File: src/rtl/lsu_tlbdp_rdq.sv
// ---------------------------------------------------------------------------
// lsu_tlbdp_rdq
//   Read-return datapath for TLB tag/data reads on the LSU ASI path. Reads
//   are captured in stage 1, where their parity is checked and a 64b result
//   is formatted. The result is written into a small FIFO that drives the
//   ASI return bus through a valid/ready handshake. Parity errors update
//   per-thread saturating counters and a sticky first-error log.
//
//   Optional feature macro: LSU_TLBDP_ERRINJ_EN (parity error injection).
//
// Ports
//   rclk, arst_l            clock, asynchronous active-low reset
//   rd_vld / rd_rdy         read-return handshake into stage 1
//   rd_is_data, rd_tid      read type (1 = data) and requesting thread
//   tlb_tag, tlb_data       raw TLB words, MSB is the stored parity bit
//   inj_arm, inj_is_data    (LSU_TLBDP_ERRINJ_EN only) arm a parity flip
//   out_vld / out_rdy       queue head handshake
//   out_data, out_tid       formatted result and its thread
//   out_perr                head carried a parity error
//   ecnt                    per-thread error counts, thread 0 in the LSBs
//   elog_vld/tid/is_data    sticky first-error log
//   err_clr, elog_clr       counter clears (per thread) and log clear
// ---------------------------------------------------------------------------
module lsu_tlbdp_rdq #(
    parameter int NUM_THR  = 4,
    parameter int TAG_W    = 59,
    parameter int DATA_W   = 43,
    parameter int SEL_LSB  = 13,
    parameter int OQ_DEPTH = 2,
    parameter int ECNT_W   = 4,
    parameter int TID_W    = $clog2(NUM_THR)
) (
    input  logic                      rclk,
    input  logic                      arst_l,
    input  logic                      rd_vld,
    output logic                      rd_rdy,
    input  logic                      rd_is_data,
    input  logic [TID_W-1:0]          rd_tid,
    input  logic [TAG_W-1:0]          tlb_tag,
    input  logic [DATA_W-1:0]         tlb_data,
`ifdef LSU_TLBDP_ERRINJ_EN
    input  logic                      inj_arm,
    input  logic                      inj_is_data,
`endif
    output logic                      out_vld,
    input  logic                      out_rdy,
    output logic [63:0]               out_data,
    output logic [TID_W-1:0]          out_tid,
    output logic                      out_perr,
    output logic [NUM_THR*ECNT_W-1:0] ecnt,
    output logic                      elog_vld,
    output logic [TID_W-1:0]          elog_tid,
    output logic                      elog_is_data,
    input  logic [NUM_THR-1:0]        err_clr,
    input  logic                      elog_clr
);

    localparam int WORD_W = (TAG_W > DATA_W) ? TAG_W : DATA_W;
    localparam int PTR_W  = (OQ_DEPTH > 1) ? $clog2(OQ_DEPTH) : 1;
    localparam int OCC_W  = PTR_W + 1;

    logic              s1_vld;
    logic              s1_is_data;
    logic [TID_W-1:0]  s1_tid;
    logic [WORD_W-1:0] s1_word;
    logic              s1_inj;
    logic              s1_perr;
    logic [63:0]       s1_fmt;
    logic [2:0]        pgsz;

    logic [63:0]       q_data [OQ_DEPTH];
    logic [TID_W-1:0]  q_tid  [OQ_DEPTH];
    logic              q_perr [OQ_DEPTH];
    logic [PTR_W-1:0]  wptr, rptr;
    logic [OCC_W-1:0]  occ;
    logic              full, push, pop, take;
    logic              inj_hit;

    logic [ECNT_W-1:0] cnt [NUM_THR];

    // Handshake terms. Stage 1 may hold its entry when the queue is full and
    // nothing pops; a pop frees a slot in the same cycle, so rd_rdy can stay
    // high at steady state without a bubble.
    assign out_vld = (occ != '0);
    assign full    = (occ == OCC_W'(OQ_DEPTH));
    assign pop     = out_vld & out_rdy;
    assign push    = s1_vld & (~full | pop);
    assign rd_rdy  = (({1'b0, occ} + (OCC_W+1)'(s1_vld)) < (OCC_W+1)'(OQ_DEPTH)) | pop;
    assign take    = rd_vld & rd_rdy;

`ifdef LSU_TLBDP_ERRINJ_EN
    logic inj_armed;
    logic inj_type;

    // Injection arm: one flip per arm, consumed by the next capture of the
    // armed type; arming again while armed is ignored.
    assign inj_hit = inj_armed & take & (rd_is_data == inj_type);

    always_ff @(posedge rclk or negedge arst_l) begin
        if (!arst_l) begin
            inj_armed <= 1'b0;
            inj_type  <= 1'b0;
        end else if (inj_hit) begin
            inj_armed <= 1'b0;
        end else if (inj_arm && !inj_armed) begin
            inj_armed <= 1'b1;
            inj_type  <= inj_is_data;
        end
    end
`else
    assign inj_hit = 1'b0;
`endif

    // Stage 1 capture: raw word, type and thread. The entry stays valid
    // until it has been pushed into the queue.
    always_ff @(posedge rclk or negedge arst_l) begin
        if (!arst_l) begin
            s1_vld     <= 1'b0;
            s1_is_data <= 1'b0;
            s1_tid     <= '0;
            s1_word    <= '0;
            s1_inj     <= 1'b0;
        end else if (take) begin
            s1_vld     <= 1'b1;
            s1_is_data <= rd_is_data;
            s1_tid     <= rd_tid;
            s1_word    <= rd_is_data ? WORD_W'(tlb_data) : WORD_W'(tlb_tag);
            s1_inj     <= inj_hit;
        end else if (push) begin
            s1_vld     <= 1'b0;
        end
    end

    // Stage 1 parity check and result formatting. The page size comes from
    // the three select bits of a data word and sits in the top bits.
    always_comb begin
        pgsz[0] = s1_word[SEL_LSB];
        pgsz[1] = ~s1_word[SEL_LSB+2] & s1_word[SEL_LSB+1] & s1_word[SEL_LSB];
        pgsz[2] =  s1_word[SEL_LSB+2] & s1_word[SEL_LSB+1] & s1_word[SEL_LSB];
        if (s1_is_data) begin
            s1_perr = ^s1_word[DATA_W-2:0] ^ s1_word[DATA_W-1] ^ s1_inj;
            s1_fmt  = {pgsz, 61'(s1_word[DATA_W-2:0])};
        end else begin
            s1_perr = ^s1_word[TAG_W-2:0] ^ s1_word[TAG_W-1] ^ s1_inj;
            s1_fmt  = 64'(s1_word[TAG_W-2:0]);
        end
    end

    // Queue storage. Contents need no reset: the pointers and occupancy
    // decide what is visible, and outputs are forced to zero when empty.
    always_ff @(posedge rclk) begin
        if (push) begin
            q_data[wptr] <= s1_fmt;
            q_tid[wptr]  <= s1_tid;
            q_perr[wptr] <= s1_perr;
        end
    end

    // Queue pointers wrap naturally because the depth is a power of two.
    always_ff @(posedge rclk or negedge arst_l) begin
        if (!arst_l) begin
            wptr <= '0;
            rptr <= '0;
            occ  <= '0;
        end else begin
            if (push) wptr <= wptr + 1'b1;
            if (pop)  rptr <= rptr + 1'b1;
            if (push && !pop)      occ <= occ + 1'b1;
            else if (pop && !push) occ <= occ - 1'b1;
        end
    end

    assign out_data = out_vld ? q_data[rptr] : '0;
    assign out_tid  = out_vld ? q_tid[rptr]  : '0;
    assign out_perr = out_vld & q_perr[rptr];

    // Per-thread saturating error counters, bumped when an erroneous entry
    // enters the queue. A clear in the same cycle takes priority.
    always_ff @(posedge rclk or negedge arst_l) begin
        if (!arst_l) begin
            for (int t = 0; t < NUM_THR; t++) cnt[t] <= '0;
        end else begin
            for (int t = 0; t < NUM_THR; t++) begin
                if (err_clr[t])
                    cnt[t] <= '0;
                else if (push && s1_perr && (s1_tid == TID_W'(t)) && (cnt[t] != '1))
                    cnt[t] <= cnt[t] + 1'b1;
            end
        end
    end

    always_comb begin
        ecnt = '0;
        for (int t = 0; t < NUM_THR; t++) ecnt[t*ECNT_W +: ECNT_W] = cnt[t];
    end

    // Sticky first-error log. A clear coinciding with a new error leaves the
    // log holding that new error.
    always_ff @(posedge rclk or negedge arst_l) begin
        if (!arst_l) begin
            elog_vld     <= 1'b0;
            elog_tid     <= '0;
            elog_is_data <= 1'b0;
        end else if (push && s1_perr && (!elog_vld || elog_clr)) begin
            elog_vld     <= 1'b1;
            elog_tid     <= s1_tid;
            elog_is_data <= s1_is_data;
        end else if (elog_clr) begin
            elog_vld     <= 1'b0;
            elog_tid     <= '0;
            elog_is_data <= 1'b0;
        end
    end

endmodule

File: config.mk
export PLATFORM = sky130hd
export DESIGN_NAME = lsu_tlbdp_rdq
export DESIGN_NICKNAME = d
export VERILOG_FILES = /design/src/rtl/lsu_tlbdp_rdq.sv
export SDC_FILE = /design/constraint.sdc
export NUM_CORES = 1
export LEC_CHECK = 0
export CORE_ASPECT_RATIO = 1.25
export CORE_MARGIN = 3
export CORE_UTILIZATION = 35
export CTS_CLUSTER_DIAMETER = 50
export CTS_CLUSTER_SIZE = 24
export DETAILED_ROUTE_END_ITERATION = 10
export PLACE_DENSITY_LB_ADDON = 0.1
export SLEW_MARGIN = 20
export SYNTH_ARGS = -nofsm -noshare
export SYNTH_HDL_FRONTEND = slang
export SYNTH_SLANG_ARGS = --single-unit
File: constraint.sdc
create_clock -name rclk -period 9.5 [get_ports rclk]
set_clock_uncertainty 0.15 [all_clocks]
set_input_delay 1.9 -clock rclk [delete_from_list [all_inputs] [get_ports rclk]]
set_output_delay 1.9 -clock rclk [all_outputs]
set_load 0.03 [all_outputs]
; Yosys cells after proc, flatten, opt, wreduce, memory -nomap -nowiden
; Memories as Yosys holds them, arrays and structs flattened.
; Index checks and enable logic that the tools add are counted.
[totals]
register_bits = 87
elab_cells = 100
latch_bits = 0
mem_bits_ro = 0
output_inout_bits = 89
ram_bits = 134
memories = 3
[classes]
n_eq_ne = 8
bitwise_logic = 14
n_shift = 0
mul = 0
reduce_logical = 27
div = 0
n_addsub = 9
muxes = 24
order_cmp = 1
[mem_list]
columns = name, words, word_bits, rd, rd_clocked_by_memory_dff, write_ports, line_no
row1 = q_data, 2, 64, 1, 0, 1, 71  ; logic [63:0] q_data [OQ_DEPTH];
row2 = q_tid, 2, 2, 1, 0, 1, 72  ; logic [TID_W-1:0] q_tid [OQ_DEPTH];
row3 = q_perr, 2, 1, 1, 0, 1, 73  ; logic q_perr [OQ_DEPTH];
[ops]
columns = operator, n
row1 = $mux W64, 2
row2 = $mux W59, 1
row3 = $reduce_xor A58 Y1, 1
row4 = $reduce_xor A42 Y1, 1
row5 = $mux W4, 8
row6 = $add A4 B1 Y4 const B, 4
row7 = $ne A4 B4 Y1 const B, 4
row8 = $reduce_bool A2 Y1, 8
row9 = $logic_and A1 B1 Y1, 12
row10 = $mux W2, 5
row11 = $and A1 B1 Y1, 8
row12 = $mux W1, 8
row13 = $eq A2 B2 Y1 const B, 3
row14 = $add A2 B1 Y3, 1
row15 = $logic_not A1 Y1, 3
row16 = $lt A3 B2 Y1 const B, 1
row17 = $add A1 B1 Y1 const B, 2
row18 = $add A2 B1 Y2 const B, 1
row19 = $eq A2 B1 Y1 const B, 1
row20 = $logic_not A2 Y1, 1
row21 = $not A1 Y1, 2
row22 = $or A1 B1 Y1, 2
row23 = $sub A2 B1 Y2 const B, 1
row24 = $xor A1 B1 Y1, 2
row25 = $logic_or A1 B1 Y1, 1

; Logic depth before layout (Yosys ltp)
[logic_depth]
ltp_word = 9
depth_mapped = 11
mapped_depth_nobuf = 10

; Least setup slack after synthesis
; OpenSTA, ideal clock, no wires.
[synth_path]
path_kind = input to register
start = input port out_rdy
end = memory q_data[0][0], enable pin
path_slack_ps = 4017
cell_stages = 3
setup_time_ps = 487
arrival_ps = 4847
cell_sequence = nand2b_1 o21ai_1 nor2_1
[synth_between]
elab_chain_len = 5
[synth_rtl]
columns = element, line_no
row1 = "start, declared", 46  ; input logic out_rdy,
row2 = $and A1 B1 Y1, 86  ; assign pop = out_vld & out_rdy;
row3 = $or A1 B1 Y1, 87  ; assign push = s1_vld & (~full | pop);
row4 = $and A1 B1 Y1, 87
row5 = $mux W1, 152  ; if (push) begin
row6 = $mux W1 (not written as such), 153  ; q_data[wptr] <= s1_fmt;
row7 = "end, declared", 71
; Every way passes these cells.

; Worst setup path after layout
[layout_path]
start = input port out_rdy
end = output port rd_rdy
[layout_between]
elab_chain_len = 2
[layout_rtl]
columns = element, line_no
row1 = $and A1 B1 Y1, 86
row2 = $or A1 B1 Y1, 88  ; assign rd_rdy = (({1'b0, occ} + (OCC_W+1)'(s1_vld)) < (OCC_W+1)'(OQ_DEPTH)) | pop;
row3 = "end, declared", 36  ; output logic rd_rdy,
; Every way passes these cells.

==> flow_summary.toml <==
[cts]
clk_latency_ns = 0.50
post_cts_resized = 0
numCtsBuffers = 22
cts_tree = "yes"
cts_hold_buf = 0
htreeDepth = 1
cts_root_buf = "clkbuf_16"
cts_sinks = 215
clk_pin_slew_ns = 0.07
postCtsSetupBuffers = 0
cts_buffer_depth = 3

[placed_design]
io_buffers = 199
dp.final_hpwl_um = 13900
place_inst = 1254
place_area_mm2 = 0.0118
gp_congestion = 0.741

[detailed_routing]
finalWirelength_um = 21300
ant_nets = 0
dr_total_vias = 6020
drtIter0Drc = 187
dr.pass1.iters = 4
vias_per_cell = 4.65
drc = 0
avgRoutedWirePerCell_um = 16.5

[sta]
finalSetupViolations = 0
max_slew.worst_pin.slew_ns = 0.979
fin_setup_tns_ns = 0
final-max-slew-violation-count = 0
relSlewSlack_pct = 34.8
period_share_pct = 56.3
hold_viol = 0
max_freq_mhz = 187
layout_min_cycle_time_ns = 5.35
rsz0062_at_grt = "no"

[finish]
design_area_mm2 = 0.0125
finalNetCount = 1059
final_cells = 1294
antenna_cells = 0
mostFrequentLayoutCell = "clkdlybuf4s50_1"
layout_common_cells = "clkdlybuf4s50_1 (197), edfxtp_1 (128), mux2i_1 (110), dfrtp_1 (86), nor2_1 (75)"
drive_above_1_share_pct = 6.39
n_fill_cell = 2440
syn_to_final_growth_pct = 32.2

[run]
drv_cap = 0

[worst_setup_path]
crit_required_ns = 7.45
path_class = "in2out"
critPathCaptureType = "output port"
crit_path_max_fanout = 4
critPathArrivalTime_ns = 3.30
start_kind = "input pin"

[synthesis]
yosysWarnings = 0
synth_seq_cells = 215
yosysUniqueCellTypes = 33
synth_cells = 750
ys_seq_area_share_pct = 63.4
syn_area_per_cell_um2 = 12.7
synth_area_mm2 = 0.00949

[die]
die_w_um = 153
ios = 203
initial_core_util_pct = 36.0
design.core.area_mm2 = 0.0263
die_h_um = 190
fp-row-count = 66
dieArea_mm2 = 0.0291

[global_route]
use_met2_pct = 25.5
grt_pass1_vias = 6224
grt_pass1_wl_um = 33500
top_usage_layer = "met2"
grt_use_met1_pct = 18.0
grt.overflow.total = 0
grt_util_met3_pct = 2.96
antenna_found_initial = 0
grt_max_degree = 80
track_usage_pct = 14.3

[power_and_ir_drop]
peakVddDrop_uv = 447
powerDensity_mw_per_mm2 = 413
p_leak_uw = 0.00495

[hold_path]
hp-class = "reg2reg"

[outcome]
status = "finished clean"
sequential cells by signal (all words and copies together) (netlist names):
| register | flops |
|---|---|
| elog_is_data | 1 |
| s1_is_data | 1 |
| q_perr | 2 |
| q_tid | 4 |
| rptr | 1 |
| s1_vld | 1 |
| elog_vld | 1 |
| wptr | 1 |
| q_data | 122 |
| s1_tid | 2 |
| s1_word | 59 |
| ecnt | 16 |
| occ | 2 |
| elog_tid | 2 |
layout make-up:
class	count	area [um^2]	share of cell area (%)
Sequential cell	215	6020	48.0
Multi-Input combinational cell	484	3270	26.1
Timing Repair Buffer	204	2020	16.1
Clock buffer	24	589	4.70
Tap cell	340	425	3.39
Clock inverter	16	170	1.36
Inverter	11	41.3	0.329
worst max-delay path, cell delays in order:
cell	delay [ns]
clkdlybuf4s50_1	0.45
or2_2	0.34
clkdlybuf4s50_1	0.60
final timing paths:
check                        startpoint      endpoint  slack (ns)  cells after the start
max                             out_rdy        rd_rdy        4.15                      3
min                        elog_is_data  elog_is_data        0.35                      1
max reg2reg                  s1_word[1]       ecnt[3]        6.31                      8
min reg2reg                elog_is_data  elog_is_data        0.35                      1
max in group asynchronous        arst_l          rptr        6.77                      2
min in group asynchronous        arst_l    s1_word[5]        1.19                      1
per-layer routing:
metal  wire [um]  up-vias
met3        1100       17
li1            -     3014
met4         236        0
met5           0        -
met1        9190     2848
met2       10800      141
cell families (layout without fill, tap and decap cells):
| family | after synthesis | after routing | share of synthesized area, % |
|---|---|---|---|
| AOI/OAI and AO/OA | 89 | 89 | 5.05 |
| xor gates and xnor gates | 61 | 61 | 5.79 |
| adders and majority gates | 7 | 7 | 0.923 |
| buffers and inverters | 53 | 255 | 2.40 |
| DFF | 215 | 215 | 63.4 |
| muxes | 117 | 117 | 12.4 |
| other | 1 | 3 | 0.0395 |
| and+or+nand+nor | 207 | 207 | 9.92 |
per-stage QoR:
stage	setup WS (ns)	util [%]	total power, uW	hold WS [ns]
floorplan	4.02	-	3810	0.310
global placement	4.15	44.8	4340	0.329
detailed placement	4.15	44.8	4360	0.333
CTS	4.15	47.6	5260	0.353
global route	4.12	47.6	5430	0.376
finish	4.15	47.6	5180	0.348
power by group:
part	leakage, uW	switching (uW)	internal [uW]	total, uW
logic	0.00226	1710	994	2700
registers	0.00232	181	1410	1600
clock network	0.000370	400	476	876
total	0.00495	2290	2880	5180
synth_stat cells:
cell type	count	share of area (%)
a32o_1	3	0.32
xnor3_2	1	0.25
o31ai_1	6	0.47
buf_4	3	0.24
and3_1	2	0.13
inv_1	11	0.44
nand4_1	2	0.13
a31oi_1	3	0.20
xnor2_1	53	4.9
a21oi_1	12	0.63
nor2b_1	20	1.3
nor3_1	2	0.11
and2_1	2	0.13
conb_1	1	0.040
o21ai_1	1	0.053
ha_1	7	0.92
nor2_1	77	3.0
xor2_1	7	0.65
dfrtp_1	87	23
mux2_2	7	0.83
nand2b_1	22	1.5
mux2i_1	110	12
clkbuf_8	1	0.15
or4_1	6	0.47
or2_2	1	0.066
buf_1	6	0.24
nand2_1	62	2.5
or3_1	2	0.13
nand3_1	9	0.47
o21ai_0	64	3.4
clkbuf_1	31	1.2
edfxtp_1	128	41
buf_6	1	0.12
No activity file was read; power rests on OpenSTA's default activity.
